## src/rtl/expr_eval_ctrl.sv

```systemverilog
// rtl/expr_eval_ctrl.sv - streaming checker/evaluator for "d(op d)*=" expressions
// Precedence is handled by keeping completed additive terms in sum and the live product in term.
module expr_eval_ctrl #(
    parameter int W = 16
) (
    input  logic         clk,
    input  logic         clr,
    input  logic         in_valid,
    input  logic [7:0]   in_char,
    output logic         in_ready,
    output logic         res_valid,
    output logic         res_ok,
    output logic [W-1:0] res_value,
    input  logic         res_ready
);

    localparam logic [2:0] ST_IDLE = 3'd0;
    localparam logic [2:0] ST_OPND = 3'd1;
    localparam logic [2:0] ST_OPER = 3'd2;
    localparam logic [2:0] ST_ERR  = 3'd3;
    localparam logic [2:0] ST_DONE = 3'd4;

    logic [2:0]   state_q, state_d;
    logic [W-1:0] sum_q, sum_d;
    logic [W-1:0] term_q, term_d;
    logic         mul_pend_q, mul_pend_d;
    logic         res_valid_q, res_valid_d;
    logic         res_ok_q, res_ok_d;
    logic [W-1:0] res_value_q, res_value_d;

    logic         accept;
    logic         is_dig, is_plus, is_star, is_eq;
    logic [W-1:0] dig_w;
    logic [W-1:0] prod;

    assign accept  = in_valid && !res_valid_q;
    assign is_dig  = (in_char >= 8'h30) && (in_char <= 8'h39);
    assign is_plus = (in_char == 8'h2B);
    assign is_star = (in_char == 8'h2A);
    assign is_eq   = (in_char == 8'h3D);
    assign dig_w   = {{(W-4){1'b0}}, in_char[3:0]};
    assign prod    = term_q * dig_w;

    always_comb begin
        state_d     = state_q;
        sum_d       = sum_q;
        term_d      = term_q;
        mul_pend_d  = mul_pend_q;
        res_valid_d = res_valid_q;
        res_ok_d    = res_ok_q;
        res_value_d = res_value_q;

        if (state_q == ST_DONE) begin
            if (res_ready) begin
                state_d     = ST_IDLE;
                res_valid_d = 1'b0;
                res_ok_d    = 1'b0;
                res_value_d = '0;
                sum_d       = '0;
                term_d      = '0;
                mul_pend_d  = 1'b0;
            end
        end else if (accept) begin
            // Any EQ not handled as a success below ends the expression with ok=0.
            if (is_eq) begin
                state_d     = ST_DONE;
                res_valid_d = 1'b1;
                res_ok_d    = 1'b0;
                res_value_d = '0;
            end
            case (state_q)
                ST_IDLE: begin
                    if (is_dig) begin
                        state_d    = ST_OPND;
                        term_d     = dig_w;
                        sum_d      = '0;
                        mul_pend_d = 1'b0;
                    end else if (!is_eq) begin
                        state_d = ST_ERR;
                    end
                end
                ST_OPND: begin
                    if (is_plus) begin
                        state_d    = ST_OPER;
                        sum_d      = sum_q + term_q;
                        mul_pend_d = 1'b0;
                    end else if (is_star) begin
                        state_d    = ST_OPER;
                        mul_pend_d = 1'b1;
                    end else if (is_eq) begin
                        res_ok_d    = 1'b1;
                        res_value_d = sum_q + term_q;
                    end else begin
                        state_d = ST_ERR;
                    end
                end
                ST_OPER: begin
                    if (is_dig) begin
                        state_d = ST_OPND;
                        term_d  = mul_pend_q ? prod : dig_w;
                    end else if (!is_eq) begin
                        state_d = ST_ERR;
                    end
                end
                ST_ERR: begin
                end
                default: begin
                    state_d = ST_ERR;
                end
            endcase
        end
    end

    always_ff @(posedge clk or posedge clr) begin
        if (clr) begin
            state_q     <= ST_IDLE;
            sum_q       <= '0;
            term_q      <= '0;
            mul_pend_q  <= 1'b0;
            res_valid_q <= 1'b0;
            res_ok_q    <= 1'b0;
            res_value_q <= '0;
        end else begin
            state_q     <= state_d;
            sum_q       <= sum_d;
            term_q      <= term_d;
            mul_pend_q  <= mul_pend_d;
            res_valid_q <= res_valid_d;
            res_ok_q    <= res_ok_d;
            res_value_q <= res_value_d;
        end
    end

    assign in_ready  = !res_valid_q;
    assign res_valid = res_valid_q;
    assign res_ok    = res_ok_q;
    assign res_value = res_value_q;

endmodule

```

## config.mk

```make
export PLATFORM = sky130hd
export DESIGN_NAME = expr_eval_ctrl
export DESIGN_NICKNAME = d
export VERILOG_FILES = /design/src/rtl/expr_eval_ctrl.sv
export SDC_FILE = /design/constraint.sdc
export NUM_CORES = 1
export LEC_CHECK = 0
export CORE_MARGIN = 5
export CORE_UTILIZATION = 56
export CTS_CLUSTER_DIAMETER = 150
export DETAILED_ROUTE_END_ITERATION = 8
export PLACE_DENSITY = 0.85
export SYNTH_ARGS = -nofsm -noshare
export SYNTH_HDL_FRONTEND = slang
export SYNTH_SLANG_ARGS = --single-unit
```

## constraint.sdc

```tcl
create_clock -name clk -period 4.3 [get_ports clk]
set_input_delay 1.29 -clock clk [delete_from_list [all_inputs] [get_ports clk]]
set_output_delay 1.29 -clock clk [all_outputs]
set_load 0.03 [all_outputs]
```

==> results <==
- Once layout is complete, the cells apart from fillers number 678.
- The highest ir drop seen on vdd is 140.1 uV.
- With fillers left out, the area of the finished cells amounts to 0.005306 sq mm.
- The biggest area consumer among synthesized cells is dfrtp_1.
- The largest driver fanout on the critical path is 5.
- The number of buffers created by CTS is 5.
- The worst slew slack as a fraction of its limit is 0.5466.
- Hold timing on the final database bottoms out at a slack of 0.4873 ns.
- The most frequent standard cell in the layout excluding fill and tap cells is nand2_1.
- The library cells used most frequently in the layout, excluding fill and tap cells, are nand2_1 (76), dfrtp_1 (54), inv_1 (47).
- In the global route stage, overall resource usage came out at 0.2169.
- The number of hold violations in the final report came to 0.
- The flip-flop and latch count after synthesis is 54.
- The area growth from synthesis to layout is 16.83%.
- The post-placement worst setup slack is -0.4880 ns.
- The detailed router put a total of 4.400 mm of wire on met1.
- By startpoint and endpoint, the worst setup path is classified as in -> reg.
- The antenna diode count is 0.
- After the first detailed-routing iteration, the DRC count stood at 130.
- The floorplan has 32 rows.
- The cell count after synthesis came out at 520.
- The leakage power of the design is 0.002567 uW.
- In the final layout, the share of cells above drive strength 1 is 0.1076.
- STA classifies the critical path startpoint as an input pin.
- Setup violations remaining at the end of the flow were counted as 0.
- The average footprint of a synthesized cell is 8.734 sq um.
- Max-cap violations in this run came to 0.
- After detailed routing, the number of remaining DRC violations is 0.
- The H-tree depth is 2.
- Yosys attributes the largest share of cell area to dfrtp_1 (30%), fa_1 (11%), ha_1 (8.5%).
- At the end of routability-driven placement, the weighted congestion stood at 0.9067.
- The number of warning messages in the yosys log is 0.
- The pre-antenna-repair detailed-routing pass consisted of 4 iterations.
- The max-slew violation count is 0.
- The later pin in the worst-skew pair is clocked with a latency of 0.32 ns.
- The CTS tree is yes.
- The cell that appears most often on the critical path is fa_1.
- For this design the top-level I/O count stands at 31.
- The number of antenna violations at the first check in global routing came to 0.
- The data arrival at the endpoint of the critical path is 4.36 ns.
- The final critical delay including setup and external delays is 4.142 ns.
- The final layout net count is 644.
- For this block, the via count after detailed routing is 3848.
- For this configuration, the core starts out at a cell density of 0.5817.
- In the synthesized netlist the async set-or-reset flop fraction comes to 1.000.
- The critical path's largest stage delay is 0.55 ns.
- The maximum achievable frequency is 241.5 MHz.
- The floorplan step defined a core boundary enclosing 0.007807 sq mm.
- During placement, the flow inserted port buffers numbering 30.
- In this run the cell area measured after placement is 0.005175 sq mm.
- The flow ran to the end, and the final reports show no timing, DRC or antenna violations.
- The largest net degree at the start of global routing is 37.
- The clock input transition at the sequential cells of the worst setup and hold paths is 0.11 ns.
- The share of the synthesized area in the top cell type is 0.2975.
- Clock skew on the completed layout was measured at 0.005104 ns.
- The wire length reported by the detailed router is 10.13 mm.
- The maximum clock insertion buffer count is 2.
- The slowest stage of the critical path is the fa_1 cell.
- After detailed routing, the average wire length per cell comes to 14.94 um.
- The detail-routed via count per cell is 5.676.
- In this run the horizontal extent of the chip is 100.1 um.
- The number of antenna-violating nets in the routed design is 0.
- The total of fill cells in the finished design is 634.
- The area of the multi-input gates is 0.002975 sq mm.
- The clock sink total is 54.
- The critical path required time is 4.52 ns.
- Of the available clock period, the critical path in the final layout requires 0.9631.
- In the detailed route, the total length drawn on met2 is 5.256 mm.
- For this run, the leading register cell type out of synthesis is dfrtp_1.
- Global routing finished with a remaining overflow of 0.
- The wire-length estimate of the detail-placed layout is 8.159 mm.
- In this run, synthesis inferred 0 flip-flops with an integrated enable.
- Summed over all nets, wire length on met3 after detailed routing comes to 324 um.
- Setup repair after global routing left no endpoint under its margin.
- The via count of the first global-routing pass is 4048.
- The worst-margin pin slew is 0.6775 ns.
- The top routing layer in use is met4.
- The buffer cell driving the clock tree root is clkbuf_8.
- The net count after synthesis is 589.
- The share of the Yosys chip area taken by registers is 0.2975.
- In this run the worst hold path is classified as reg -> reg.
- For this design the ratio of total power to cell area is 177.0 mW/mm^2.
- The cell area after synthesis is 0.004542 sq mm.
- The signal on the critical path passes through dlygate4sd2_1 > nand2_1 > fa_1 > fa_1 > inv_1 > fa_2 > a211oi_4 > nor2_1 > o21a_1 > o41a_1 > xnor2_1 > o31ai_1.
- The wire length of the first global-routing pass is 18.17 mm.
- Once placement completed, the tool counted placed cells totaling 670.
- The dominant delay contributor by cell family on the critical path is adder cells.
- Across all setup checks in the final design, the least slack found is 0.1585 ns.
- Together, buffers and inverters on the worst path number 2.
- Summing all flip-flop and latch instances after layout gives 0.001351 sq mm.
- In this run, distinct cell masters in the synthesized netlist total 54.
- The die extent in y is 100.1 um.
- The die covers 0.01001 sq mm.
- STA classifies the critical path endpoint as a register.
- The final total power is 939.4 uW.
==> logic make-up after synthesis <==
kind of cell	synth area share
multiplexers	0.01129
adder cells (fa/ha/maj)	0.2000
AO/OA/AOI/OAI	0.1813
buffers and inverters	0.05675
XOR/XNOR	0.05978
AND/OR/NAND/NOR	0.1934
flip-flops	0.2975
==> through the flow <==
step | TNS [ns] | util
6_report | 0 | 0.6796
3_3_place_gp | -2.491 | 0.6628
3_5_place_dp | -3.305 | 0.6628
4_1_cts | 0 | 0.6772
5_1_grt | 0 | 0.6796
2_1_floorplan | 0 | -
==> per-layer routing <==
metal	global-route usage	vias to the layer above
met5	0	-
met4	0.04352	0
met3	0.02571	15
met2	0.3874	64
met1	0.2855	1903
li1	-	1866
==> final timing paths <==
kind                          startpoint            end  slack [ns]  cells past startpoint
min reg2reg                res_value[11]  res_value[11]        0.49                      2
max reg2reg                    term_q[1]     term_q[10]        0.85                     12
min in group asynchronous            clr         res_ok        1.27                      2
max in group asynchronous            clr      term_q[3]        2.22                      3
min                        res_value[11]  res_value[11]        0.49                      2
max                           in_char[1]     term_q[10]        0.16                     12
==> tightest hold or removal path, stage by stage, from the launching register on <==
cell     delay (ns)
dfrtp_1        0.36
nand2_1        0.05
o21ai_0        0.06
==> flip-flops by register name, indices dropped and copies added (netlist names) <==
signal,cells
mul_pend_q,1
res_ok,1
res_valid,1
res_value,16
state_q,3
sum_q,16
term_q,16
==> cells in the mapped netlist (all sizes together), types with 2 or more instances <==
cell,n
a2111oi,2
a211o,2
a211oi,5
a21o,7
a21oi,31
a22o,4
a22oi,2
a31o,2
a31oi,3
and2,38
buf,6
clkbuf,11
dfrtp,54
fa,26
ha,31
inv,48
mux2i,4
nand2,76
nand2b,7
nand3,8
nand4,3
nor2,34
nor2b,2
nor3,4
nor3b,2
o211ai,4
o21a,4
o21ai,39
o21bai,2
o22ai,2
o31ai,11
o41ai,2
or2,3
xnor2,18
xor2,13
==> cell type report <==
| type | instances | share of cell area |
|---|---|---|
| Clock buffer | 5 | 0.01297 |
| Clock inverter | 3 | 0.008960 |
| Inverter | 48 | 0.03395 |
| Multi-Input combinational cell | 401 | 0.5607 |
| Sequential cell | 54 | 0.2547 |
| Tap cell | 102 | 0.02405 |
| Timing Repair Buffer | 65 | 0.1047 |
==> power breakdown <==
group | total (uW) | switching (uW) | leakage (uW) | internal [uW]
Sequential | 513 | 3.62 | 0.000735 | 510
Clock | 366 | 188 | 0.0000591 | 178
Combinational | 60.1 | 37.5 | 0.00177 | 22.6
Total | 939 | 229 | 0.00257 | 711
==> timing repair <==
| action | CTS | global route |
|---|---|---|
| resized for setup | 3 | 9 |
| hold buffers | 0 | 0 |
| endpoints found under the setup margin | 5 | 5 |
| pin swaps | 2 | 2 |
| setup buffers | 0 | 0 |
(Power assumes the default switching activity.)
